==> config.mk <==
export PLATFORM = sky130hd
export DESIGN_NAME = shift_arbiter
export DESIGN_NICKNAME = d
export VERILOG_FILES = /design/src/rtl/shift_arbiter.sv
export SDC_FILE = /design/constraint.sdc
export NUM_CORES = 1
export LEC_CHECK = 0
export ABC_CLOCK_PERIOD_IN_PS = 1800
export CORE_AREA = 2 2 134 136
export CTS_BUF_LIST = sky130_fd_sc_hd__clkbuf_2
export DETAILED_ROUTE_END_ITERATION = 6
export DIE_AREA = 0 0 136 138
export GPL_TIMING_DRIVEN = 1
export PLACE_DENSITY = 0.74
export SKIP_LAST_GASP = 1
export SYNTH_ARGS = -nofsm -noshare
export SYNTH_HDL_FRONTEND = slang
export SYNTH_SLANG_ARGS = --single-unit
==> constraint.sdc <==
create_clock -name clk -period 1.8 [get_ports clk]
set_input_delay 0.36 -clock clk [delete_from_list [all_inputs] [get_ports clk]]
set_output_delay 0.36 -clock clk [all_outputs]
set_load 0.02 [all_outputs]
==> src/rtl/shift_arbiter.sv <==
// Two-requester round-robin front end for one shared combinational shifter.
// Sequence: grant and latch in IDLE, capture the shifter result in SHIFT, hold the response in RESP.
module shift_arbiter #(
   parameter int WIDTH = 64,
   parameter int SHW   = 6
) (
   input  logic             clk,
   input  logic             rst_n,
   input  logic [1:0]       req_valid,
   output logic [1:0]       req_ready,
   input  logic [WIDTH-1:0] req_data0,
   input  logic [WIDTH-1:0] req_data1,
   input  logic [SHW-1:0]   req_shamt0,
   input  logic [SHW-1:0]   req_shamt1,
   output logic [WIDTH-1:0] sh_in,
   output logic [SHW-1:0]   sh_amount,
   input  logic [WIDTH-1:0] sh_result,
   output logic             rsp_valid,
   input  logic             rsp_ready,
   output logic [WIDTH-1:0] rsp_data,
   output logic             rsp_id,
   output logic             busy
);

   typedef enum logic [1:0] {
      IDLE  = 2'd0,
      SHIFT = 2'd1,
      RESP  = 2'd2
   } state_t;

   state_t           r_state;
   state_t           w_next;
   logic             r_prio;
   logic [WIDTH-1:0] r_op_data;
   logic [SHW-1:0]   r_op_shamt;
   logic             r_op_id;
   logic [WIDTH-1:0] r_rsp_data;
   logic             w_grant;
   logic             w_gnt_id;

   // rst_n gates the grant so req_ready is low for the whole time reset is held
   always_comb begin
      w_gnt_id  = 1'b0;
      w_grant   = 1'b0;
      w_next    = r_state;
      req_ready = 2'b00;
      case (req_valid)
         2'b01:   w_gnt_id = 1'b0;
         2'b10:   w_gnt_id = 1'b1;
         2'b11:   w_gnt_id = r_prio;
         default: w_gnt_id = 1'b0;
      endcase
      case (r_state)
         IDLE: begin
            if (rst_n && (req_valid != 2'b00)) begin
               w_grant   = 1'b1;
               w_next    = SHIFT;
               req_ready = w_gnt_id ? 2'b10 : 2'b01;
            end
         end
         SHIFT: w_next = RESP;
         RESP: begin
            if (rsp_ready) begin
               w_next = IDLE;
            end
         end
         default: w_next = IDLE;
      endcase
   end

   always_ff @(posedge clk or negedge rst_n) begin
      if (!rst_n) begin
         r_state <= IDLE;
      end else begin
         r_state <= w_next;
      end
   end

   always_ff @(posedge clk or negedge rst_n) begin
      if (!rst_n) begin
         r_prio     <= 1'b0;
         r_op_data  <= '0;
         r_op_shamt <= '0;
         r_op_id    <= 1'b0;
         r_rsp_data <= '0;
      end else begin
         if (w_grant) begin
            r_op_data  <= w_gnt_id ? req_data1 : req_data0;
            r_op_shamt <= w_gnt_id ? req_shamt1 : req_shamt0;
            r_op_id    <= w_gnt_id;
            r_prio     <= ~w_gnt_id;
         end
         if (r_state == SHIFT) begin
            r_rsp_data <= sh_result;
         end
      end
   end

   assign sh_in     = r_op_data;
   assign sh_amount = r_op_shamt;
   assign rsp_valid = (r_state == RESP);
   assign rsp_data  = r_rsp_data;
   assign rsp_id    = r_op_id;
   assign busy      = (r_state != IDLE);

endmodule

==> flow_summary.yaml <==
run_status:
  status: "complete, but fails checks"
  violations: "setup timing"
place:
  dp_hpwl_mm: 13.92
  io_buffers: 347
  gp_congestion: 0.8206
  dp.cells: 1028
global_routing:
  grt_overflow: 0
  antenna_found_initial: 3
  grt_pass1_wl_mm: 30.87
  grt_start_max_net_pins: 58
  grt_pass1_vias: 5576
  track_usage_pct: 21.23
floorplanning:
  die_h_um: 138
  initial_core_util_pct: 33.47
  rows: 49
  dieWidth_um: 136
  coreArea_mm2: 0.01753
  io_pins: 348
  die_area_mm2: 0.01877
sta:
  fmax_ghz: 0.4385
  min_period_ns: 2.280
  finalCritPeriodShare_pct: 126.7
  finalHoldViolCount: 0
  max_slew_margin_pct: 50.53
  skew_ns: 0.03786
  finalSetupTns_ns: -3.453
  grt_setup_unrepaired: "yes"
  tightest_slew_ns: 0.7421
  worst_slack_ns: -0.4804
  final_max_slew_viol_count: 0
  setup_viol: 48
layout:
  utilization_pct: 55.68
  layout.cells.non_filler: 1113
  syn2layout_area_growth_pct: 66.38
  fin_nets: 1077
  multi_input_area_mm2: 0.002168
  fillers: 1597
  drive_gt1_share_pct: 36.10
  seq_area_mm2: 0.003453
logic_synthesis:
  avgSynthCellArea_um2: 12.35
  synthFlopType: "dfrtp_1"
  synth-edff-count: 0
  yosysSeqAreaShare_pct: 58.85
  synthesis.nets: 684
  synth_cell_types: 21
  async_flop_share_pct: 100.0
  syn_inst: 475
  syn_area_mm2: 0.005868
  ys_seq_elements: 138
  yosys_warnings: 0
critical_path:
  crit_path_max_incr_delay_ns: 0.45
  arrival_ns: 1.92
  cp_slowest_cell: "dfrtp_1"
  cp-start-kind: "register"
  crit_chain: "or3b_4 > nor3b_4 > buf_6"
  cp-end-kind: "primary output"
  cp_data_required_time_ns: 1.44
  path_class: "register to primary output"
  cp_max_fo: 2
route:
  drc: 0
  vias_per_cell: 4.972
  firstDrtPassIters: 5
  first_iter_violations: 215
  dr_total_vias: 5534
  wl_mm: 20.41
  routedWlPerCell_um: 18.34
  ant_nets: 0
power:
  power_frac_seq_pct: 35.9
  finalPower_w: 0.01487
  p_int_w: 0.008835
  p_sw_share_pct: 40.58
  ir_worst_vdd_v: 0.0007064
  power.leakage_nw: 4.439
  p_per_area_mw_per_mm2: 1523
  switching_power_w: 0.006034
  p_comb_share_pct: 51.1
  clkPwrFrac_pct: 13.0
cts:
  cts_buffer_depth: 2
  clkSinkCount: 138
  clock_latency_ns: 0.71
  cts.htree.levels: 4
  clkTransAtPathRegs_ns: 0.24
  root_buffer: "clkbuf_2"
  cts_tree: "built"
  cts_made_buffers: 17
hold_path:
  hold_path_class: "input pin to register"
run:
  maxCapViolations: 0
[worst max-delay path, delay by kind of cell (launching register included)]
kind                   cells  cell delay (ns)
AND/OR/NAND/NOR            2             0.62
flip-flops                 1             0.45
buffers and inverters      1             0.15
[repair_timing]
item,in CTS,in global routing
endpoints found under the setup margin,183,102
endpoints found under the hold margin,82,0
resized for setup,568,37
cloned,0,5
hold buffers,1,0
buffers inserted,37,8
pin swaps,2,1
[routing by layer]
metal	vias up	global-route usage (%)	routed length (µm)
li1	2550	-	-
met4	0	8.662	712
met3	43	7.517	1814
met2	254	35.36	9983
met1	2687	24.76	7903
met5	-	0	0
[layout make-up]
type,instances,share of cell area (%)
repair buffers,420,36.70
flip-flops and latches,138,35.37
multi-input cells,287,22.21
well taps,229,2.935
clock inverters,15,1.679
clock buffers,17,0.8715
inverters,4,0.1538
diodes,3,0.07689
[state kept, by name, indices dropped and copies added (netlist names)]
signal / cells
sh_amount: 6
rsp_id: 1
sh_in: 64
r_prio: 1
r_state: 2
rsp_data: 64
[cell usage in the layout (no fill, tap or decap), types with 2 or more instances in the layout]
| master | instances |
|---|---|
| clkdlybuf4s50_1 | 206 |
| buf_4 | 54 |
| bufinv_16 | 2 |
| a21oi_1 | 2 |
| clkbuf_16 | 2 |
| mux2_2 | 64 |
| nand2_1 | 71 |
| buf_2 | 122 |
| clkbuf_2 | 17 |
| diode_2 | 3 |
| nor3_1 | 70 |
| buf_6 | 28 |
| buf_8 | 2 |
| inv_6 | 5 |
| buf_12 | 5 |
| clkinvlp_4 | 4 |
| a221o_1 | 70 |
| dfrtp_1 | 138 |
| inv_1 | 3 |
| clkinv_4 | 3 |
[cells in the mapped netlist, types with 2 or more instances]
cell      instances  area (µm²)
buf_2            21       105.1
a21oi_1           2       10.01
nand2_1          71       266.5
a221o_1          70       700.7
inv_1             4       15.01
buf_4             2       15.01
mux2_2           64       720.7
dfrtp_1         138        3453
clkbuf_1          8       30.03
nor3_1           70       350.3
buf_6            10       112.6
buf_1             5       18.77
nand2b_1          2       12.51
[logic make-up (layout without fill, tap and decap cells)]
| family | after synthesis | after routing | share of synthesized area [%] |
|---|---|---|---|
| and+or+nand+nor | 149 | 149 | 11.54 |
| other | 0 | 3 | 0 |
| muxes | 64 | 64 | 12.28 |
| DFF | 138 | 138 | 58.85 |
| AOI/OAI and AO/OA | 74 | 74 | 12.28 |
| buffers and inverters | 50 | 456 | 5.053 |
[per-stage QoR]
step           hold WS [ns]  cell area (µm²)  setup slack, ns
6_report             0.1707             9763          -0.4804
5_1_grt             0.07829             9763          -0.6925
4_1_cts             0.07536             9515          -0.5963
3_5_place_dp         0.3921             9588          -0.3205
3_3_place_gp         0.3844             9588          -0.3388
2_1_floorplan       0.06441             5868          0.04117
[path summary, 6_finish.rpt]
path	start	endpoint	slack (ns)	cells past startpoint
min in group asynchronous	rst_n	r_prio	0.18	3
max	r_state[1]	req_ready[1]	-0.48	3
max in group asynchronous	rst_n	rsp_data[33]	0.26	4
min	req_valid[1]	sh_in[16]	0.17	4
max reg2reg	r_state[1]	sh_in[2]	-0.07	8
min reg2reg	rsp_data[15]	rsp_data[15]	0.53	1
[power by group through the flow]
stage	sequential [W]	combinational [W]	clock, W
finish	0.00534	0.00759	0.00193
floorplan	0.00723	0.00207	0
CTS	0.00530	0.00733	0.00203
global route	0.00551	0.00806	0.00216
detailed placement	0.00543	0.00811	0
global placement	0.00541	0.00799	0
(Power assumes the default switching activity.)
